--- config.mk ---
export PLATFORM = sky130hd
export DESIGN_NAME = vref_cal_ctrl
export DESIGN_NICKNAME = d
export VERILOG_FILES = /design/src/rtl/vref_pkg.sv /design/src/rtl/vref_cal_ctrl.sv
export SDC_FILE = /design/constraint.sdc
export NUM_CORES = 1
export LEC_CHECK = 0
export CAP_MARGIN = 15
export CORE_MARGIN = 10
export CORE_UTILIZATION = 25
export DETAILED_ROUTE_END_ITERATION = 10
export GPL_ROUTABILITY_DRIVEN = 1
export PLACE_DENSITY = 0.42
export REMOVE_ABC_BUFFERS = 1
export SETUP_SLACK_MARGIN = 0.15
export SLEW_MARGIN = 20
export SYNTH_ARGS = -nofsm -noshare
export SYNTH_HDL_FRONTEND = slang
export SYNTH_SLANG_ARGS = --single-unit
--- constraint.sdc ---
create_clock -name clk_i -period 2.2 [get_ports clk_i]
set_input_delay 0.22 -clock clk_i [delete_from_list [all_inputs] [get_ports clk_i]]
set_output_delay 0.22 -clock clk_i [all_outputs]
set_load 0.005 [all_outputs]
--- src/rtl/vref_pkg.sv ---
// vref_pkg: shared vREF constants and types.
//   VrefCalibrationWidth : width of the vREF CAL trim code
//   VrefCalMid           : nominal mid-scale code (MSB set, rest clear)
//   vref_cal_state_e     : trim controller FSM states
package vref_pkg;

    localparam int VrefCalibrationWidth = 5;

    localparam logic [VrefCalibrationWidth-1:0] VrefCalMid =
        {1'b1, {(VrefCalibrationWidth-1){1'b0}}};

    typedef enum logic [1:0] {
        IDLE   = 2'd0,
        SETTLE = 2'd1,
        DONE   = 2'd2
    } vref_cal_state_e;

endpackage

--- src/rtl/vref_cal_ctrl.sv ---
// vref_cal_ctrl: successive-approximation trim controller for the vREF CAL pins.
// A start request runs a MSB-first binary search. Each trial code is held for
// SETTLE_CYCLES cycles, and then the comparator decides that bit. The final
// code is held on cal_o until the next request. Manual mode overrides the
// code and aborts any running search.
// Ports:
//   clk_i, rst_i   clock, synchronous active-high reset
//   start_i        one-cycle search request (idle/done only, manual off)
//   cmp_i          comparator: 1 = VOUT above target
//   manual_en_i    override enable; manual_cal_i is the override code
//   cal_o          registered CAL code
//   busy_o         search in progress
//   done_o         last search finished and result valid
//   sat_o          last result hit either end of the trim range
module vref_cal_ctrl
    import vref_pkg::*;
#(
    parameter int SETTLE_CYCLES = 16
) (
    input  logic                            clk_i,
    input  logic                            rst_i,
    input  logic                            start_i,
    input  logic                            cmp_i,
    input  logic                            manual_en_i,
    input  logic [VrefCalibrationWidth-1:0] manual_cal_i,
    output logic [VrefCalibrationWidth-1:0] cal_o,
    output logic                            busy_o,
    output logic                            done_o,
    output logic                            sat_o
);

    localparam int W  = VrefCalibrationWidth;
    localparam int CW = (SETTLE_CYCLES > 1) ? $clog2(SETTLE_CYCLES) : 1;
    localparam int IW = (W > 1) ? $clog2(W) : 1;

    localparam logic [CW-1:0] CntReload = CW'(SETTLE_CYCLES - 1);
    localparam logic [IW-1:0] IdxMsb    = IW'(W - 1);

    vref_cal_state_e state_q, state_d;

    logic [CW-1:0] cnt_q;
    logic [IW-1:0] idx_q;
    logic [W-1:0]  cal_q;      // doubles as the SAR trial register during SETTLE
    logic [W-1:0]  result_q;
    logic          done_q;
    logic          sat_q;

    logic          start_ok;
    logic          decide;
    logic [W-1:0]  code_dec;

    assign start_ok = start_i && !manual_en_i && (state_q != SETTLE);
    assign decide   = (state_q == SETTLE) && (cnt_q == '0);

    // Code after the current decision: bit idx is 1 during its trial, so the
    // decision simply writes !cmp_i; the next lower bit is then raised for
    // the following trial.
    always_comb begin
        code_dec        = cal_q;
        code_dec[idx_q] = !cmp_i;
        if (idx_q != '0) begin
            code_dec[idx_q - IW'(1)] = 1'b1;
        end
    end

    // State register
    always_ff @(posedge clk_i) begin
        if (rst_i) begin
            state_q <= IDLE;
        end else begin
            state_q <= state_d;
        end
    end

    // Next-state logic
    always_comb begin
        state_d = state_q;
        case (state_q)
            IDLE, DONE: begin
                if (start_ok) state_d = SETTLE;
            end
            SETTLE: begin
                if (manual_en_i)                state_d = IDLE;
                else if (decide && idx_q == '0) state_d = DONE;
            end
            default: state_d = IDLE;
        endcase
    end

    // Output decode
    always_comb begin
        busy_o = (state_q == SETTLE);
    end

    // Counter, SAR register, result and status flags
    always_ff @(posedge clk_i) begin
        if (rst_i) begin
            cnt_q    <= '0;
            idx_q    <= '0;
            cal_q    <= VrefCalMid;
            result_q <= VrefCalMid;
            done_q   <= 1'b0;
            sat_q    <= 1'b0;
        end else if (state_q == SETTLE) begin
            if (manual_en_i) begin
                // Abort: result_q keeps the last completed search.
                cal_q  <= manual_cal_i;
                done_q <= 1'b0;
            end else if (cnt_q != '0) begin
                cnt_q <= cnt_q - CW'(1);
            end else begin
                cal_q <= code_dec;
                if (idx_q != '0) begin
                    idx_q <= idx_q - IW'(1);
                    cnt_q <= CntReload;
                end else begin
                    result_q <= code_dec;
                    done_q   <= 1'b1;
                    sat_q    <= (code_dec == '0) || (code_dec == '1);
                end
            end
        end else if (start_ok) begin
            cal_q  <= VrefCalMid;
            idx_q  <= IdxMsb;
            cnt_q  <= CntReload;
            done_q <= 1'b0;
            sat_q  <= 1'b0;
        end else begin
            cal_q <= manual_en_i ? manual_cal_i : result_q;
        end
    end

    assign cal_o  = cal_q;
    assign done_o = done_q;
    assign sat_o  = sat_q;

endmodule
==> results of run 1 <==
==> power breakdown <==
group | switching [W] | internal, W | total, W
sequential | 0.0000211 | 0.000399 | 0.000421
combinational | 0.0000989 | 0.0000960 | 0.000195
clock | 0.000146 | 0.000127 | 0.000273
total | 0.000266 | 0.000622 | 0.000888
==> per-stage QoR <==
step | instance area (sq um) | power [W]
floorplan | 1260 | 0.000531
global placement | 1590 | 0.000617
detailed placement | 1590 | 0.000618
CTS | 1640 | 0.000885
global route | 1660 | 0.000933
finish | 1660 | 0.000888
==> worst min-delay path, cell delays in order, from the launching register on <==
cell	delay (ns)
dfxtp_1	0.32
inv_1	0.05
a21oi_1	0.05
==> layer usage <==
metal | up-vias | part of all wire
li1 | 645 | -
met1 | 593 | 0.50
met2 | 17 | 0.46
met3 | 2 | 0.027
met4 | 0 | 0.0049
met5 | - | 0
==> state kept, by name, indices dropped and copies added, names as in the netlist <==
signal,flops
idx_q,3
cnt_q,4
sat_o,1
done_o,1
result_q,5
cal_o,5
state_q,2
==> synth_stat cells, types with 2 or more instances <==
| cell | count | area, sq um |
|---|---|---|
| nand3b_1 | 2 | 15.0 |
| a211oi_1 | 2 | 15.0 |
| a21oi_1 | 24 | 120 |
| buf_2 | 3 | 15.0 |
| or3_1 | 2 | 12.5 |
| nand2_1 | 14 | 52.6 |
| or3b_1 | 2 | 17.5 |
| nor4_1 | 2 | 12.5 |
| ha_1 | 4 | 50.1 |
| dfxtp_1 | 21 | 420 |
| mux2i_1 | 5 | 50.1 |
| o211ai_1 | 3 | 22.5 |
| a311oi_1 | 4 | 35.0 |
| xor2_1 | 2 | 17.5 |
| inv_1 | 12 | 45.0 |
| a31o_2 | 4 | 35.0 |
| nand2b_1 | 2 | 12.5 |
| and2_1 | 2 | 12.5 |
| nand4b_1 | 2 | 17.5 |
| nor3b_1 | 3 | 22.5 |
| a21o_1 | 2 | 15.0 |
| clkbuf_1 | 5 | 18.8 |
| nor2_1 | 12 | 45.0 |
| o21ai_0 | 7 | 35.0 |
| nor3_1 | 6 | 30.0 |
| nand3_1 | 4 | 20.0 |
==> timing repair <==
item,in CTS,in global routing
hold endpoints to repair,0,0
endpoints found under the setup margin,0,3
gates resized for setup,0,3
setup buffers,0,2
==> kinds of logic after synthesis <==
group           synth area share
simple gates               0.260
compound gates             0.259
buf+inv                   0.0640
flops                      0.326
mux                       0.0388
fa+ha+maj                 0.0388
xor+xnor                  0.0136
==> worst max-delay path by stage <==
stage,to,cells past startpoint,start
2_1_floorplan,sat_o$_SDFFE_PP0P_,7,idx_q[0]$_SDFFE_PP0P_
3_3_place_gp,sat_o$_SDFFE_PP0P_,7,idx_q[1]$_SDFFE_PP0P_
3_5_place_dp,sat_o$_SDFFE_PP0P_,7,idx_q[1]$_SDFFE_PP0P_
4_1_cts,sat_o$_SDFFE_PP0P_,7,idx_q[1]$_SDFFE_PP0P_
5_1_grt,sat_o$_SDFFE_PP0P_,7,idx_q[0]$_SDFFE_PP0P_
6_report,sat_o$_SDFFE_PP0P_,7,idx_q[0]$_SDFFE_PP0P_
==> area by class of cell <==
class                      count  area (sq um)
inverter                      13          48.8
timing repair buffer          29           260
multi-input combinational    121           792
clock buffer                   3          41.3
clock inverter                 1          5.00
fill                         529          3390
tap                           70          87.6
sequential                    21           422
==> impl_metrics.prom, run 1 <==
# TYPE chip_impl_metric gauge
chip_impl_metric{name="floorplan.core_area",unit="sq um"} 5040
chip_impl_metric{name="worst_reg_to_reg_path_cell_count",unit=""} 7
chip_impl_metric{name="dp_slack",unit="ns"} 0.205
chip_impl_info{name="synth-main-ff-cell",value="dfxtp_1"} 1
chip_impl_metric{name="layout_worst_path_cycle_share",unit=""} 0.857
chip_impl_metric{name="peak_freq",unit="MHz"} 530
chip_impl_metric{name="cap_viol_max_count",unit=""} 0
chip_impl_metric{name="insertion_delay",unit="ns"} 0.27
chip_impl_info{name="worstReg2RegEnd",value="sat_o$_SDFFE_PP0P_"} 1
chip_impl_metric{name="detailed_route_wire_length",unit="um"} 3650
chip_impl_metric{name="critical_path.max_fanout",unit=""} 6
chip_impl_metric{name="drive_above_1_share",unit=""} 0.154
chip_impl_metric{name="sequential_area_share_after_synthesis",unit=""} 0.326
chip_impl_metric{name="htreeDepth",unit=""} 1
chip_impl_metric{name="syn_area",unit="sq um"} 1290
chip_impl_info{name="top_usage_layer",value="met2"} 1
chip_impl_info{name="critical_path.startpoint_type",value="register"} 1
chip_impl_metric{name="number_of_buffers_inserted_by_port_buffering",unit=""} 17
chip_impl_metric{name="hold_ws",unit="ns"} 0.462
chip_impl_info{name="crit_chain",value="inv_1 > ha_2 > or3_1 > a211o_1 > a22oi_1 > nand4_1 > or3b_1"} 1
chip_impl_metric{name="syn-instance-count",unit=""} 163
chip_impl_metric{name="global_route_overflow",unit=""} 0
chip_impl_metric{name="max-vdd-ir-drop",unit="uV"} 256
chip_impl_metric{name="global_route_wire_length_before_repair",unit="um"} 6240
chip_impl_metric{name="firstDrtPassIters",unit=""} 4
chip_impl_metric{name="dieArea",unit="sq um"} 8430
chip_impl_info{name="min-delay-path-class",value="register to register"} 1
chip_impl_metric{name="report.final.hold_viol_count",unit=""} 0
chip_impl_metric{name="n_antenna_cell",unit=""} 0
chip_impl_info{name="cts_tree",value="yes"} 1
chip_impl_metric{name="floorplan.io_pins",unit=""} 18
chip_impl_metric{name="drt-initial-drc-count",unit=""} 63
chip_impl_metric{name="static-leakage-power",unit="nW"} 0.607
chip_impl_info{name="most-common-layout-cells",value="24 x a21oi_1, 20 x dfxtp_1, 17 x clkdlybuf4s50_1"} 1
chip_impl_metric{name="worst_path_largest_cell_delay",unit="ns"} 0.37
chip_impl_metric{name="detailroute.via_count",unit=""} 1257
chip_impl_info{name="worst_setup_path_end_kind",value="register"} 1
chip_impl_metric{name="slew-limit-headroom",unit=""} 0.737
chip_impl_metric{name="grt_util_met1",unit=""} 0.113
chip_impl_metric{name="cts-buffers-inserted",unit=""} 3
chip_impl_metric{name="timing.final.ws_setup",unit="ns"} 0.314
chip_impl_metric{name="min_path_cells",unit=""} 2
chip_impl_metric{name="worst_clock_skew",unit="ns"} 0.00706
chip_impl_metric{name="cell_count_post_placement",unit=""} 252
chip_impl_metric{name="initial_antenna_violation_count",unit=""} 0
chip_impl_metric{name="grt_pass1_vias",unit=""} 1299
chip_impl_metric{name="crit_arrival",unit="ns"} 2.11
chip_impl_metric{name="r2r_slack",unit="ns"} 0.31
chip_impl_metric{name="cp_num_buf_inv",unit=""} 1
chip_impl_metric{name="drc_errors",unit=""} 0
chip_impl_metric{name="grt_max_degree",unit=""} 18
chip_impl_metric{name="hold_buffers",unit=""} 0
chip_impl_metric{name="synth.lib_cells_used.distinct",unit=""} 38
chip_impl_metric{name="synthToLayoutAreaGrowth",unit="%"} 28.4
chip_impl_metric{name="route.antenna.remaining_nets",unit=""} 0
chip_impl_metric{name="clockBufferDepth",unit=""} 2
chip_impl_info{name="clockRootBuffer",value="clkbuf_8"} 1
chip_impl_metric{name="cts.reportedPaths.clkPinSlew",unit="ns"} 0.09
chip_impl_metric{name="post-route-min-period",unit="ns"} 1.89
chip_impl_metric{name="crit_required",unit="ns"} 2.42
chip_impl_metric{name="setup_viol",unit=""} 0
chip_impl_metric{name="cellPowerDensity",unit="nW/um^2"} 536
chip_impl_metric{name="utilization",unit=""} 0.329
chip_impl_metric{name="final.setup.tns",unit="ns"} 0
chip_impl_metric{name="dp_hpwl",unit="um"} 2840
chip_impl_info{name="grt_setup_unrepaired",value="false"} 1
chip_impl_metric{name="die-width",unit="um"} 91.8
chip_impl_info{name="hold-path-endpoint",value="done_o$_SDFFE_PP0P_"} 1
chip_impl_metric{name="instances_no_fill",unit=""} 258
chip_impl_info{name="crit_slowest_cell",value="or3_1"} 1
chip_impl_info{name="critical_path_class",value="register to register"} 1
chip_impl_metric{name="ys.warnings.count",unit=""} 0
chip_impl_metric{name="gr-usage-met3",unit=""} 0.0196
chip_impl_metric{name="avgSynthCellArea",unit="sq um"} 7.91
chip_impl_metric{name="met2_routing_resource_usage_after_global_routing",unit=""} 0.147
chip_impl_metric{name="initial_core_util",unit=""} 0.256
chip_impl_metric{name="place_congestion",unit=""} 0.789
chip_impl_metric{name="floorplan.die.height",unit="um"} 91.8
chip_impl_metric{name="standard_cell_rows",unit=""} 26
chip_impl_metric{name="tightestPinTransition",unit="ns"} 0.384
chip_impl_info{name="critical_path.reg2reg.startpoint",value="idx_q[0]$_SDFFE_PP0P_"} 1
chip_impl_metric{name="synthArstFlopShare",unit=""} 0
chip_impl_metric{name="grt_util_all_layers",unit=""} 0.0882
chip_impl_metric{name="cts_num_sinks",unit=""} 21
chip_impl_info{name="outcome",value="completed"} 1
chip_impl_metric{name="synth-edff-count",unit=""} 0
chip_impl_metric{name="ys_ff_latch",unit=""} 21
chip_impl_metric{name="num-nets-final",unit=""} 203
chip_impl_metric{name="slew_violations",unit=""} 0
chip_impl_metric{name="avgViaCountPerCell",unit=""} 4.87
chip_impl_info{name="hold_startpoint",value="done_o$_SDFFE_PP0P_"} 1
chip_impl_metric{name="routed_wire_length_per_instance",unit="um"} 14.2
chip_impl_info{name="final_common_cell",value="a21oi_1"} 1
chip_impl_info{name="top_delay_family_on_crit_path",value="simple AND/OR/NAND/NOR gates"} 1
Note: power is estimated with default switching activity, not from simulation.
==> inputs of run 2 (changes only) <==
--- a/config.mk
+++ b/config.mk
@@ -8,11 +8,13 @@
 export CAP_MARGIN = 15
 export CORE_MARGIN = 10
 export CORE_UTILIZATION = 25
+export CTS_CLUSTER_DIAMETER = 120
 export DETAILED_ROUTE_END_ITERATION = 10
 export GPL_ROUTABILITY_DRIVEN = 1
 export PLACE_DENSITY = 0.42
+export RECOVER_POWER = 50
 export REMOVE_ABC_BUFFERS = 1
-export SETUP_SLACK_MARGIN = 0.15
+export SETUP_SLACK_MARGIN = 0.2
 export SLEW_MARGIN = 20
 export SYNTH_ARGS = -nofsm -noshare
 export SYNTH_HDL_FRONTEND = slang
==> impl_metrics.prom, run 2 (synthesized netlist as in run 1, its figures left out) <==
# TYPE chip_impl_metric gauge
chip_impl_metric{name="cellPowerDensity",unit="nW/um^2"} 533
chip_impl_info{name="worst_setup_path_end_kind",value="register"} 1
chip_impl_metric{name="standard_cell_rows",unit=""} 26
chip_impl_metric{name="dp_slack",unit="ns"} 0.205
chip_impl_metric{name="route.antenna.remaining_nets",unit=""} 0
chip_impl_info{name="cts_tree",value="yes"} 1
chip_impl_metric{name="slew_violations",unit=""} 0
chip_impl_info{name="clockRootBuffer",value="clkbuf_8"} 1
chip_impl_metric{name="drc_errors",unit=""} 0
chip_impl_metric{name="timing.final.ws_setup",unit="ns"} 0.298
chip_impl_metric{name="max-vdd-ir-drop",unit="uV"} 256
chip_impl_info{name="outcome",value="completed"} 1
chip_impl_metric{name="critical_path.max_fanout",unit=""} 5
chip_impl_metric{name="die-width",unit="um"} 91.8
chip_impl_metric{name="htreeDepth",unit=""} 1
chip_impl_metric{name="post-route-min-period",unit="ns"} 1.90
chip_impl_metric{name="initial_core_util",unit=""} 0.256
chip_impl_metric{name="avgViaCountPerCell",unit=""} 4.92
chip_impl_metric{name="routed_wire_length_per_instance",unit="um"} 14.1
chip_impl_metric{name="tightestPinTransition",unit="ns"} 0.378
chip_impl_metric{name="detailed_route_wire_length",unit="um"} 3640
chip_impl_metric{name="grt_pass1_vias",unit=""} 1299
chip_impl_metric{name="cap_viol_max_count",unit=""} 0
chip_impl_metric{name="hold_buffers",unit=""} 0
chip_impl_info{name="critical_path.startpoint_type",value="register"} 1
chip_impl_info{name="grt_setup_unrepaired",value="true"} 1
chip_impl_metric{name="floorplan.io_pins",unit=""} 18
chip_impl_metric{name="dieArea",unit="sq um"} 8430
chip_impl_metric{name="number_of_buffers_inserted_by_port_buffering",unit=""} 17
chip_impl_metric{name="drt-initial-drc-count",unit=""} 48
chip_impl_metric{name="crit_required",unit="ns"} 2.36
chip_impl_metric{name="n_antenna_cell",unit=""} 0
chip_impl_metric{name="report.final.hold_viol_count",unit=""} 0
chip_impl_metric{name="static-leakage-power",unit="nW"} 0.619
chip_impl_metric{name="detailroute.via_count",unit=""} 1270
chip_impl_metric{name="slew-limit-headroom",unit=""} 0.741
chip_impl_metric{name="global_route_overflow",unit=""} 0
chip_impl_metric{name="synthToLayoutAreaGrowth",unit="%"} 28.5
chip_impl_metric{name="cts-buffers-inserted",unit=""} 3
chip_impl_metric{name="cts_num_sinks",unit=""} 21
chip_impl_info{name="most-common-layout-cells",value="23 x a21oi_1, 20 x dfxtp_1, 14 x nand2_1"} 1
chip_impl_metric{name="final.setup.tns",unit="ns"} 0
chip_impl_metric{name="setup_viol",unit=""} 0
chip_impl_metric{name="drive_above_1_share",unit=""} 0.154
chip_impl_info{name="min-delay-path-class",value="register to register"} 1
chip_impl_metric{name="global_route_wire_length_before_repair",unit="um"} 6240
chip_impl_metric{name="place_congestion",unit=""} 0.789
chip_impl_metric{name="crit_arrival",unit="ns"} 2.06
chip_impl_metric{name="dp_hpwl",unit="um"} 2840
chip_impl_metric{name="cts.reportedPaths.clkPinSlew",unit="ns"} 0.09
chip_impl_metric{name="insertion_delay",unit="ns"} 0.27
chip_impl_info{name="final_common_cell",value="a21oi_1"} 1
chip_impl_metric{name="peak_freq",unit="MHz"} 526
chip_impl_metric{name="final_area",unit="sq um"} 1660
chip_impl_metric{name="grt_max_degree",unit=""} 18
chip_impl_metric{name="place_area",unit="sq um"} 1590
chip_impl_metric{name="floorplan.core_area",unit="sq um"} 5040
chip_impl_metric{name="num-nets-final",unit=""} 203
chip_impl_metric{name="worst_clock_skew",unit="ns"} 0.00772
chip_impl_metric{name="power.total",unit="W"} 0.000884
chip_impl_metric{name="grt_util_all_layers",unit=""} 0.0882
chip_impl_metric{name="layout_worst_path_cycle_share",unit=""} 0.864
chip_impl_metric{name="clockBufferDepth",unit=""} 2
chip_impl_metric{name="initial_antenna_violation_count",unit=""} 0
chip_impl_metric{name="floorplan.die.height",unit="um"} 91.8
chip_impl_info{name="critical_path_class",value="register to register"} 1
chip_impl_metric{name="firstDrtPassIters",unit=""} 4
## run 2: per-stage QoR
step / utilization / hold WS, ns / cells
2_1_floorplan: - / 0.289 / 155
6_report: 0.329 / 0.459 / 258
3_5_place_dp: 0.315 / 0.452 / 252
5_1_grt: 0.329 / 0.474 / 258
4_1_cts: 0.325 / 0.466 / 256
3_3_place_gp: 0.315 / 0.447 / 252
## run 2: where the power goes
part | leakage (nW) | switching [W] | total (W) | internal [W]
Clock | 0.0255 | 0.000146 | 0.000273 | 0.000127
Sequential | 0.172 | 0.0000205 | 0.000420 | 0.000399
Combinational | 0.421 | 0.0000985 | 0.000192 | 0.0000931
## run 2: final timing paths
path / startpoint / endpoint / slack [ns] / depth (start not counted)
worst max-delay path: idx_q[0]$_SDFFE_PP0P_ / sat_o$_SDFFE_PP0P_ / 0.30 / 7
worst min-delay path: done_o$_SDFFE_PP0P_ / done_o$_SDFFE_PP0P_ / 0.46 / 2
worst min register to register: done_o$_SDFFE_PP0P_ / done_o$_SDFFE_PP0P_ / 0.46 / 2
worst max register to register: idx_q[0]$_SDFFE_PP0P_ / sat_o$_SDFFE_PP0P_ / 0.30 / 7
## run 2: final cells by class
type                       count  area [sq um]
sequential                    21           422
tap                           70          87.6
clock buffer                   3          41.3
timing repair buffer          29           260
multi-input combinational    121           793
fill                         533          3380
inverter                      13          48.8
clock inverter                 1          5.00
## run 2: critical path, stage by stage (launching register included)
cell and delay (ns):
dfxtp_1 0.32, inv_1 0.12, ha_1 0.25, nor2b_1 0.27, nand3_1 0.22, a21oi_1 0.19
nor3b_1 0.06, or3b_1 0.36
## run 2: repair_timing
item / CTS / global route
setup endpoints to repair: 1 / 6
setup buffers: 0 / 2
resized for setup: 1 / 4
gates cloned: 0 / 0
pin swaps: 0 / 1
## run 2: routing by layer
metal  part of all wire  global-route usage  vias to the layer above
li1                   -                   -                      642
met1               0.49               0.113                      605
met2               0.47               0.147                       21
met3              0.032              0.0196                        2
met4             0.0049              0.0193                        0
met5                  0                   0                        -
